[config.mk]
export PLATFORM = sky130hd
export DESIGN_NAME = branch_predictor
export DESIGN_NICKNAME = d
export VERILOG_FILES = /design/src/rtl/branch_predictor.sv
export SDC_FILE = /design/constraint.sdc
export NUM_CORES = 1
export LEC_CHECK = 0
export CAP_MARGIN = 15
export CORE_MARGIN = 1.5
export CORE_UTILIZATION = 55
export DETAILED_ROUTE_END_ITERATION = 10
export GPL_TIMING_DRIVEN = 0
export PLACE_DENSITY = 0.82
export SYNTH_ARGS = -nofsm -noshare
export SYNTH_HDL_FRONTEND = slang
export SYNTH_SLANG_ARGS = --single-unit
[constraint.sdc]
create_clock -name clk -period 18.62 [get_ports clk]
set_input_delay 2.793 -clock clk [delete_from_list [all_inputs] [get_ports clk]]
set_output_delay 2.793 -clock clk [all_outputs]
set_load 0.03 [all_outputs]
[src/rtl/branch_predictor.sv]
// branch_predictor: direct-mapped BTB with 2-bit counters; define BP_STATS_EN for branch/mispredict counters
module branch_predictor #(
  parameter int DATA_WIDTH = 32,
  parameter int ENTRIES = 16,
  localparam int IDX_W = $clog2(ENTRIES)
) (
  input  logic                  clk,
  input  logic                  rst,
  input  logic [DATA_WIDTH-1:0] PC,
  output logic                  predict_taken,
  output logic [DATA_WIDTH-1:0] branch_target,
  input  logic                  upd_valid,
  input  logic [DATA_WIDTH-1:0] upd_PC,
  input  logic                  upd_taken,
  input  logic [DATA_WIDTH-1:0] upd_target
`ifdef BP_STATS_EN
  ,
  input  logic                  stat_clr,
  output logic [31:0]           stat_branches,
  output logic [31:0]           stat_mispredicts
`endif
);
  localparam int TAG_W = DATA_WIDTH - IDX_W - 2;
  logic [ENTRIES-1:0] valid_q, valid_d;
  logic [ENTRIES-1:0][TAG_W-1:0] tag_q, tag_d;
  logic [ENTRIES-1:0][DATA_WIDTH-1:0] tgt_q, tgt_d;
  logic [ENTRIES-1:0][1:0] ctr_q, ctr_d;
  logic [IDX_W-1:0] idx, u_idx;
  logic [TAG_W-1:0] tag, u_tag;
  logic [1:0] u_ctr;
  logic u_hit, u_pred, unused_lo;
  assign idx = PC[IDX_W+1:2];
  assign tag = PC[DATA_WIDTH-1:IDX_W+2];
  assign u_idx = upd_PC[IDX_W+1:2];
  assign u_tag = upd_PC[DATA_WIDTH-1:IDX_W+2];
  assign unused_lo = ^{PC[1:0], upd_PC[1:0]};
  assign predict_taken = valid_q[idx] && tag_q[idx] == tag && ctr_q[idx][1];
  assign branch_target = predict_taken ? tgt_q[idx] : '0;
  assign u_ctr = ctr_q[u_idx];
  assign u_hit = valid_q[u_idx] && tag_q[u_idx] == u_tag;
  assign u_pred = u_hit && u_ctr[1];
  // a hit trains the entry in place; a taken miss evicts and allocates weakly-taken
  always_comb begin
    valid_d = valid_q;
    tag_d = tag_q;
    tgt_d = tgt_q;
    ctr_d = ctr_q;
    if (upd_valid && (u_hit || upd_taken)) begin
      valid_d[u_idx] = 1'b1;
      tag_d[u_idx] = u_tag;
      tgt_d[u_idx] = upd_taken ? upd_target : tgt_q[u_idx];
      ctr_d[u_idx] = !u_hit ? 2'b10 :
                     upd_taken ? (&u_ctr ? u_ctr : u_ctr + 2'd1) :
                     (|u_ctr ? u_ctr - 2'd1 : u_ctr);
    end
  end
  always_ff @(posedge clk) begin
    if (!rst) begin
      valid_q <= '0;
      ctr_q <= {ENTRIES{2'b01}};
    end else begin
      valid_q <= valid_d;
      ctr_q <= ctr_d;
    end
  end
  always_ff @(posedge clk) begin
    tag_q <= tag_d;
    tgt_q <= tgt_d;
  end
`ifdef BP_STATS_EN
  logic [31:0] stat_branches_q, stat_branches_d, stat_mispredicts_q, stat_mispredicts_d;
  logic mispredict;
  assign mispredict = (u_pred != upd_taken) || (u_pred && upd_taken && tgt_q[u_idx] != upd_target);
  always_comb begin
    stat_branches_d = stat_clr ? '0 : upd_valid ? stat_branches_q + 32'd1 : stat_branches_q;
    stat_mispredicts_d = stat_clr ? '0 : (upd_valid && mispredict) ? stat_mispredicts_q + 32'd1 : stat_mispredicts_q;
  end
  always_ff @(posedge clk) begin
    if (!rst) begin
      stat_branches_q <= '0;
      stat_mispredicts_q <= '0;
    end else begin
      stat_branches_q <= stat_branches_d;
      stat_mispredicts_q <= stat_mispredicts_d;
    end
  end
  assign stat_branches = stat_branches_q;
  assign stat_mispredicts = stat_mispredicts_q;
`endif
endmodule

# == Yosys cells after proc, flatten, opt, wreduce, memory -nomap -nowiden ==
# Index checks and enable logic that the tools add are counted.
# totals
in_bits,100
elab_cells,98
regBits,976
output_inout_bits,33
# op_classes
add_sub_neg,2
reduce_logical,8
muxes,33
n_eq_ne,2
magnitude_cmp,3
bitwise_logic,1
# op_table
operator,count
$bwmux 512,1
$bwmux 416,1
$bmux 32 s4,2
$bmux 26 s4,2
$mux 32,5
$demux 32 s4,1
$demux 26 s4,1
$mux 26,3
$eq 26x26->1,2
$bwmux 32,1
$bmux 2 s4,2
$or 16x16->16,1
$mux 2,7
$lt 4x5->1 const B,2
$bmux 1 s4,2
$demux 2 s4,1
$logic_and 1x1->1,5
$demux 1 s4,1
$ge 4x1->1 const B,1
$mux 1,3
$add 2x1->2 const B,1
$reduce_and 2->1,1
$reduce_or 2->1,1
$sub 2x1->2 const B,1
$logic_or 1x1->1,1

# == Logic depth before layout (Yosys ltp) ==
# Gate-level depths: netlist of run 1.
# depth
word_depth,7
ltp_mapped,15

# == Worst setup path before layout of run 1 ==
# OpenSTA, ideal clock, no wires.
# synth_timing
kind,input -> output
from,input port PC[2]
to,output port branch_target[10]
path_buffers,4
setup_slack_ps,9898
cell_stages,10
arrival_time_ps,5929
required_ps,15827
path_cell_list,buf_2 -> buf_4 -> buf_2 -> mux4_2 -> mux4_2 -> xnor2_1 -> nand4_1 -> or4_1 -> clkbuf_1 -> nor2b_1
# synth_via
elab_chain_cells,6
word_cells_on_any_way,12
cone_classes,eq/ne: 1; mux: 9; reduce/logical: 2
# synth_lines
item,line,source
"start, declared",9,"input logic [DATA_WIDTH-1:0] PC,"
$bmux 26 s4,37,assign predict_taken = valid_q[idx] && tag_q[idx] == tag && ctr_q[idx][1];
$mux 26 (implied by the code),37,
$eq 26x26->1,37,
$logic_and 1x1->1 (2 in series),37,
$mux 32 (*),38,assign branch_target = predict_taken ? tgt_q[idx] : '0;
"end, declared",11,"output logic [DATA_WIDTH-1:0] branch_target,"
# Every way passes the cells marked *; elsewhere a longest branch is shown, timed or not. The select of a mux whose other input is x is not followed.

# == Worst setup path after layout of run 1 ==
# layout_timing
from,input port PC[4]
to,output port branch_target[4]
# The elaborated chain is that of the path after synthesis.

==> results of run 1 <==
## layout by cell type, fill, tap and decap left out, types with 14 or more instances in the layout
cell type | netlist | final
sky130_fd_sc_hd__edfxtp_1 | 928 | 928
sky130_fd_sc_hd__mux4_2 | 542 | 542
sky130_fd_sc_hd__clkdlybuf4s50_1 | 0 | 122
sky130_fd_sc_hd__clkbuf_1 | 72 | 97
sky130_fd_sc_hd__clkbuf_16 | 0 | 97
sky130_fd_sc_hd__mux2i_1 | 82 | 82
sky130_fd_sc_hd__nand2_1 | 52 | 52
sky130_fd_sc_hd__nor2_1 | 62 | 52
sky130_fd_sc_hd__buf_2 | 50 | 50
sky130_fd_sc_hd__dfxtp_1 | 48 | 48
sky130_fd_sc_hd__nor2b_1 | 42 | 42
sky130_fd_sc_hd__mux2_2 | 36 | 36
sky130_fd_sc_hd__xnor2_1 | 29 | 29
sky130_fd_sc_hd__buf_12 | 2 | 28
sky130_fd_sc_hd__buf_16 | 0 | 26
sky130_fd_sc_hd__xor2_1 | 25 | 25
sky130_fd_sc_hd__buf_1 | 21 | 21
sky130_fd_sc_hd__o21a_1 | 18 | 18
sky130_fd_sc_hd__clkinv_1 | 1 | 17
sky130_fd_sc_hd__a22oi_1 | 17 | 17
sky130_fd_sc_hd__nand2b_1 | 17 | 17
sky130_fd_sc_hd__clkinv_2 | 0 | 17
sky130_fd_sc_hd__o22ai_1 | 16 | 16
sky130_fd_sc_hd__nor2_4 | 6 | 16
sky130_fd_sc_hd__inv_1 | 14 | 14
sky130_fd_sc_hd__o21ai_0 | 14 | 14
sky130_fd_sc_hd__nand3_1 | 14 | 14
sky130_fd_sc_hd__a21oi_1 | 14 | 14
## through the flow
stage                     cells  util, %  total power, uW  worst slack [ns]  instance area, um2
after floorplan            2265        -             2780              9.90               46100
after global placement     3467     58.5             2920              4.84               48700
after detailed placement   3522     60.1             2940              6.45               50100
after CTS                  3695     63.7             4800              6.40               53100
after global routing       3706     63.9             4900              6.20               53200
final                      3709     63.9             4810              6.09               53200
## logic make-up (layout without fill, tap and decap cells)
family / count (synthesis) / after routing / synth area share, %
AOI/OAI and AO/OA: 156 / 156 / 2.80
DFF: 976 / 976 / 62.5
and+or+nand+nor: 242 / 242 / 2.77
other: 0 / 4 / 0
muxes: 660 / 660 / 29.1
buffers and inverters: 177 / 537 / 1.82
xor gates and xnor gates: 54 / 54 / 1.02
## final timing paths
check / from / end / slack, ns / cells past startpoint
max: PC[4] / branch_target[4] / 6.09 / 13
min: valid_q[9]$_SDFFE_PN0P_ / valid_q[9]$_SDFFE_PN0P_ / 0.50 / 1
max reg2reg: tag_q[235]$_DFFE_PP_ / tgt_q[200]$_DFFE_PP_ / 13.30 / 13
min reg2reg: valid_q[9]$_SDFFE_PN0P_ / valid_q[9]$_SDFFE_PN0P_ / 0.50 / 1
## routing by layer
metal | vias to the layer above | part of all wire, %
met3 | 587 | 13
met4 | 6 | 6.2
li1 | 10400 | -
met1 | 14500 | 32
met2 | 2766 | 48
met5 | - | 0.034
## registers in the layout (all words and copies together), names as in the netlist
signal / cells
ctr_q: 32
valid_q: 16
tag_q: 416
tgt_q: 512
## final cells by class
class	instances	share of cell area [%]
timing repair buffer	187	4.96
antenna	4	0.0188
buffer	162	1.48
tap	1080	2.54
inverter	15	0.106
clock inverter	51	0.914
sequential	976	54.2
clock buffer	122	4.74
multi-input combinational	1112	31.1
## worst register-to-register path, stage by stage (launching register included)
cell                       delay [ns]
sky130_fd_sc_hd__edfxtp_1        0.38
sky130_fd_sc_hd__mux4_2          0.47
sky130_fd_sc_hd__mux2i_1         0.19
sky130_fd_sc_hd__xor2_1          0.30
sky130_fd_sc_hd__nand3_1         0.17
sky130_fd_sc_hd__nor4_1          0.85
sky130_fd_sc_hd__o22a_1          0.25
sky130_fd_sc_hd__buf_2           0.26
sky130_fd_sc_hd__a31oi_4         0.30
sky130_fd_sc_hd__buf_6           0.28
sky130_fd_sc_hd__nor2_4          0.82
sky130_fd_sc_hd__buf_12          0.30
sky130_fd_sc_hd__buf_16          0.24
sky130_fd_sc_hd__buf_16          0.20
## power by group
part           switching [uW]  internal [uW]  total (uW)
Clock                     842           1060        1900
Combinational             261            198         459
Sequential               10.8           2440        2450
Total                    1110           3700        4810
==> impl_results.rst, run 1 <==
.. list-table::
   :header-rows: 1

   * - Metric
     - Value
   * - Clock root buffer master
     - sky130_fd_sc_hd__clkbuf_16
   * - Storage element area
     - around 29000 um2
   * - Detailed placer's ending HPWL
     - 92200 um
   * - Syn Std Cell Area
     - 46100 um2
   * - Crit path max fanout
     - 10
   * - Detailed-route via count
     - 28.3k
   * - Number of optimization iterations in the first detailed-route pass
     - 6
   * - Hold bufs inserted after CTS
     - 0
   * - Detail-routed via count per cell
     - 7.62
   * - CTS tree
     - built
   * - Share of the yosys chip area belonging to registers
     - 62.5%
   * - Library cell with the highest instance count after synthesis
     - sky130_fd_sc_hd__edfxtp_1
   * - Cells after Synth
     - 2265
   * - Setup crit start kind
     - primary input
   * - Core footprint
     - 83300 um2
   * - Worst-margin pin slew
     - 1.39 ns
   * - DRT iter0 DRCs
     - 4989
   * - Number of inserted filler cells in the final layout
     - 5351
   * - Clk pin slew, worst setup/hold paths
     - approximately 0.070 ns
   * - Maximum vdd ir drop
     - around 88 uV
   * - Final worst path period share
     - 67.3%
   * - Worst Setup End Kind
     - output port
   * - Crit path required time
     - 15.83 ns
   * - Outcome
     - completed
   * - Horizontal extent of the die
     - 293 um
   * - Crit-path max cell delay
     - 0.82 ns
   * - Nets in the synthesized netlist
     - 2365
   * - Worst path arrival time
     - 9.74 ns
   * - Total count of hold-check failures in the final report
     - 0
   * - Area overhead of the layout relative to synthesis
     - 15.4%
   * - Leakage
     - approximately 0.017 uW
   * - Total DRC errors in the routed layout
     - 0
   * - First-pass GRT wire length
     - 202000 um
   * - Post-CTS setup buffer count
     - 0
   * - Layout cells sized above 1
     - 33.8%
   * - Multi-input combinational cell area
     - around 17000 um2
   * - CTS buffer count
     - 95
   * - Hold_ws
     - 0.503 ns
   * - Setup TNS
     - 0 ns
   * - I/O Buffers
     - ~120
   * - Top-area cell type share of the netlist area
     - around 60%
   * - Largest net degree at the start of global routing
     - 23
   * - H-tree lvl count
     - 3
   * - Wire length per cell
     - 38.3 um
   * - Critical Path Slowest Stage Cell
     - sky130_fd_sc_hd__or4_1
   * - Clock tree buffer depth
     - 3
   * - Highest clock frequency the design can meet
     - 79.8 MHz
   * - Global route hottest layer
     - met2
   * - Worst slew margin
     - between 7 and 8%
   * - Min Tclk post-route
     - 12.53 ns
   * - Max_cap viols
     - 0
   * - RSZ-0062 raised after global routing
     - false
   * - Vertical extent of the die
     - 293 um
   * - Total number of placement rows
     - 106
   * - Number of warnings reported in the yosys synthesis log
     - 0
   * - Worst-path cell chain
     - clkdlybuf4s50_1, clkbuf_1, clkbuf_1, clkbuf_1, a211oi_1, a21oi_1, xor2_1, nor4_1, nand4_1, or4_1, clkbuf_1, nor2b_1, clkdlybuf4s50_1
   * - RD Place Congestion
     - 0.908
   * - Global routing usage summed across all routing layers
     - 33.4%
   * - WL final
     - roughly 140000 um
   * - Initial core utilization
     - 55.4%
   * - I/O pins
     - 133
   * - Antenna violations before repair
     - 6
   * - Share of async-settable or async-resettable flops after synthesis
     - 0%
   * - Main flop type after synthesis
     - sky130_fd_sc_hd__edfxtp_1
   * - Pwr per Cell Area
     - ~90 nW/um2
   * - Dominant delay contributor by cell family on the critical path
     - buffers and inverters
   * - Met1 Track Usage GR
     - between 40 and 50%
   * - Final Max Slew Viols
     - 0
   * - Post-CTS sizing
     - 0
   * - Final number of setup-violating endpoints
     - 0
   * - Number of library cell types mapped by synthesis
     - 67
   * - Final clock skew
     - approximately 0.03 ns
   * - CP most frequent cell
     - sky130_fd_sc_hd__clkbuf_1
   * - Worst path buffer plus inverter count
     - 6
   * - Fraction of met2 tracks used by global routing
     - 53.4%
   * - Clock insertion delay at the later pin of the skew report
     - between 0.6 and 0.7 ns
   * - Main area contributors after synthesis
     - sky130_fd_sc_hd__edfxtp_1 60%, sky130_fd_sc_hd__mux4_2 26%, sky130_fd_sc_hd__dfxtp_1 2.1%, sky130_fd_sc_hd__mux2i_1 1.8%, sky130_fd_sc_hd__mux2_2 0.88%
   * - Residual overflow from global routing
     - 0
   * - Biggest area consumer among synthesized cells
     - sky130_fd_sc_hd__edfxtp_1
   * - Commonest cells in the synthesized netlist
     - 928 x sky130_fd_sc_hd__edfxtp_1, 542 x sky130_fd_sc_hd__mux4_2, 82 x sky130_fd_sc_hd__mux2i_1, 72 x sky130_fd_sc_hd__clkbuf_1, 62 x sky130_fd_sc_hd__nor2_1
   * - Vias in the first global route
     - 28.9k
   * - Remaining number of nets flagged by the antenna check after routing
     - 0
   * - Number of enable flip-flop cells after synthesis
     - 928
   * - DIE AREA
     - 85600 um2
   * - Mean instance size in the synthesized netlist
     - 20.4 um2
   * - Critical path class
     - in -> out
   * - Class of the tightest hold or removal check
     - reg -> reg
   * - Synthesis-stage register bit count
     - just under 1k
   * - # clock sinks
     - 976
   * - Met3 demand-to-capacity share in global routing
     - 8.47%
   * - Post-layout net count
     - 2649
(Power assumes the default switching activity.)
==> inputs of run 2 (changes only) <==
--- a/config.mk
+++ b/config.mk
@@ -10,7 +10,7 @@
 export CORE_UTILIZATION = 55
 export DETAILED_ROUTE_END_ITERATION = 10
 export GPL_TIMING_DRIVEN = 0
-export PLACE_DENSITY = 0.82
+export PLACE_DENSITY = 0.85
 export SYNTH_ARGS = -nofsm -noshare
 export SYNTH_HDL_FRONTEND = slang
 export SYNTH_SLANG_ARGS = --single-unit
==> constraint.sdc (replaced) <==
create_clock -name clk -period 11.5 [get_ports clk]
set_input_delay 1.725 -clock clk [delete_from_list [all_inputs] [get_ports clk]]
set_output_delay 1.725 -clock clk [all_outputs]
set_load 0.03 [all_outputs]
==> run 2 against run 1 <==
Design area rose by 0.11%. Clock skew increased by 0.0025 ns. Combinational power up 64%. Global-route usage grew 1.1 points. Sequential power is 62% higher. Clock power is 66% higher.
==> impl_results.rst, run 2 (same netlist as run 1, synthesis figures left out) <==
.. list-table::
   :header-rows: 1

   * - Metric
     - Value
   * - Worst path arrival time
     - 8.66 ns
   * - Vias in the first global route
     - between 20k and 30k
   * - DIE AREA
     - approximately 86000 um2
   * - Vertical extent of the die
     - 293 um
   * - Number of optimization iterations in the first detailed-route pass
     - 6
   * - Register with the highest flop count
     - tgt_q
   * - Final Max Slew Viols
     - 0
   * - Outcome
     - completed
   * - Total DRC errors in the routed layout
     - 0
   * - Clk pin slew, worst setup/hold paths
     - 0.06 ns
   * - Total count of hold-check failures in the final report
     - 0
   * - Crit path max fanout
     - 10
   * - Clock tree buffer depth
     - 3
   * - Highest clock frequency the design can meet
     - 96.3 MHz
   * - Min Tclk post-route
     - around 10 ns
   * - I/O Buffers
     - 122
   * - Final clock skew
     - 0.0330 ns
   * - Total number of placement rows
     - between 100 and 150
   * - Post-CTS sizing
     - 0
   * - # clock sinks
     - about 980
   * - Final standard cell area without fillers
     - 53300 um2
   * - Critical Path Slowest Stage Cell
     - sky130_fd_sc_hd__or4_1
   * - Layout cells sized above 1
     - 33.9%
   * - Worst path buffer plus inverter count
     - 6
   * - Commonest non-fill, non-tap cell in the layout
     - sky130_fd_sc_hd__edfxtp_1
   * - Area overhead of the layout relative to synthesis
     - 15.5%
   * - Core footprint
     - 83300 um2
   * - Clock insertion delay at the later pin of the skew report
     - 0.67 ns
   * - Pwr per Cell Area
     - 148 nW/um2
   * - Worst slew margin
     - 19.0%
   * - Detail-routed via count per cell
     - 7.74
   * - Dominant delay contributor by cell family on the critical path
     - buffers and inverters
   * - Post-layout net count
     - 2651
   * - CP most frequent cell
     - sky130_fd_sc_hd__clkbuf_1
   * - Post-CTS setup buffer count
     - 0
   * - Global routing usage summed across all routing layers
     - 34.4%
   * - CTS buffer count
     - 95
   * - Max_cap viols
     - 0
   * - Largest net degree at the start of global routing
     - 23
   * - Final design utilization
     - 64.0%
   * - First-pass GRT wire length
     - 208000 um
   * - I/O pins
     - 133
   * - Most frequent cells in the layout
     - 928 x sky130_fd_sc_hd__edfxtp_1, 542 x sky130_fd_sc_hd__mux4_2, 122 x sky130_fd_sc_hd__clkdlybuf4s50_1
   * - Class of the tightest hold or removal check
     - reg -> reg
   * - Worst-margin pin slew
     - around 1.2 ns
   * - Setup TNS
     - 0 ns
   * - Dpl cell area
     - 50000 um2
   * - Initial core utilization
     - 55.4%
   * - Largest register FFs
     - 512
   * - Wire length per cell
     - 39.6 um
   * - H-tree lvl count
     - 3
   * - RD Place Congestion
     - 0.921
   * - Worst Setup End Kind
     - output port
   * - WL final
     - ~150000 um
   * - DRT iter0 DRCs
     - approximately 5.4k
   * - Maximum vdd ir drop
     - roughly 180 uV
   * - Number of cells after detailed placement
     - 3522
   * - Hold bufs inserted after CTS
     - 0
   * - Horizontal extent of the die
     - 293 um
   * - RSZ-0062 raised after global routing
     - false
   * - Remaining number of nets flagged by the antenna check after routing
     - 0
   * - Number of inserted filler cells in the final layout
     - about 5.2k
   * - Worst-path cell chain
     - clkdlybuf4s50_1, clkbuf_1, clkbuf_1, clkbuf_1, a211oi_1, a21oi_1, xor2_1, nor4_1, nand4_1, or4_1, clkbuf_1, nor2b_1, clkdlybuf4s50_1
   * - Setup crit start kind
     - primary input
   * - CTS tree
     - built
   * - Clock root buffer master
     - sky130_fd_sc_hd__clkbuf_16
   * - Crit-path max cell delay
     - about 0.87 ns
   * - Leakage
     - 0.0167 uW
   * - Antenna violations before repair
     - 7
   * - Biggest registers after layout
     - tgt_q x512, tag_q x416, ctr_q x32
   * - Final number of setup-violating endpoints
     - 0
   * - Final worst path period share
     - approximately nine tenths
   * - Residual overflow from global routing
     - 0
   * - Detailed-route via count
     - 28.7k
   * - Critical path class
     - in -> out
   * - Hold_ws
     - roughly 0.50 ns
   * - Crit path required time
     - 9.78 ns
   * - Fin cells
     - 3706
   * - Detailed placer's ending HPWL
     - 92100 um
-- run 2: changes by cell type in the layout (fill, tap and decap cells not counted), sizes merged --
cell    before  now
bufinv       7   12
buf        155  157
diode        4    2
clkinv      37   36
clkbuf     194  190
inv         18   15
-- run 2: final timing paths --
| kind | from | to | slack [ns] | cells past startpoint |
|---|---|---|---|---|
| setup / recovery | PC[4] | branch_target[4] | 1.11 | 13 |
| hold / removal | valid_q[1]$_SDFFE_PN0P_ | valid_q[1]$_SDFFE_PN0P_ | 0.50 | 1 |
| setup reg to reg | tag_q[23]$_DFFE_PP_ | tgt_q[234]$_DFFE_PP_ | 6.30 | 12 |
| hold reg to reg | valid_q[1]$_SDFFE_PN0P_ | valid_q[1]$_SDFFE_PN0P_ | 0.50 | 1 |
-- run 2: stage by stage --
stage	total power, uW	worst slack (ns)
2_1_floorplan	4490	4.46
3_3_place_gp	4730	-1.05
3_5_place_dp	4760	1.58
4_1_cts	7850	1.52
5_1_grt	8020	1.24
6_report	7880	1.11
-- run 2: final cells by class --
type	instances	area (um2)	share of cell area (%)
diodes	2	5.00	0.00939
plain buffers	162	786	1.47
clock buffers	118	2460	4.62
clock inverters	52	597	1.12
inverters	15	56.3	0.106
multi-input cells	1112	16600	31.1
flip-flops and latches	976	28800	54.1
well taps	1080	1350	2.54
repair buffers	189	2650	4.97
-- run 2: where the power goes --
group	internal (uW)	total [uW]	switching, uW	leakage (uW)
clock network	1790	3160	1370	0.00149
registers	3960	3980	18.5	0.00875
logic	322	752	429	0.00650
total	6070	7880	1810	0.0167
-- run 2: worst reg2reg max path: stages (launching register included) --
cell                       delay [ns]
sky130_fd_sc_hd__edfxtp_1        0.40
sky130_fd_sc_hd__mux4_2          0.46
sky130_fd_sc_hd__mux2i_1         0.19
sky130_fd_sc_hd__xnor2_1         0.25
sky130_fd_sc_hd__nand3_1         0.27
sky130_fd_sc_hd__nor4_1          0.89
sky130_fd_sc_hd__o22a_1          0.25
sky130_fd_sc_hd__buf_2           0.25
sky130_fd_sc_hd__a31oi_4         0.30
sky130_fd_sc_hd__buf_6           0.28
sky130_fd_sc_hd__nor2_4          0.85
sky130_fd_sc_hd__buf_16          0.30
sky130_fd_sc_hd__buf_16          0.18
-- run 2: layer usage --
layer | part of all wire (%) | global-route usage [%] | wire length (um) | vias up
li1 | - | - | - | 10400
met1 | 31 | 41.4 | 45400 | 14500
met2 | 48 | 55.7 | 71000 | 3062
met3 | 13 | 9.48 | 19800 | 768
met4 | 7.3 | 21.3 | 10700 | 12
met5 | 0.055 | 0 | 81 | -
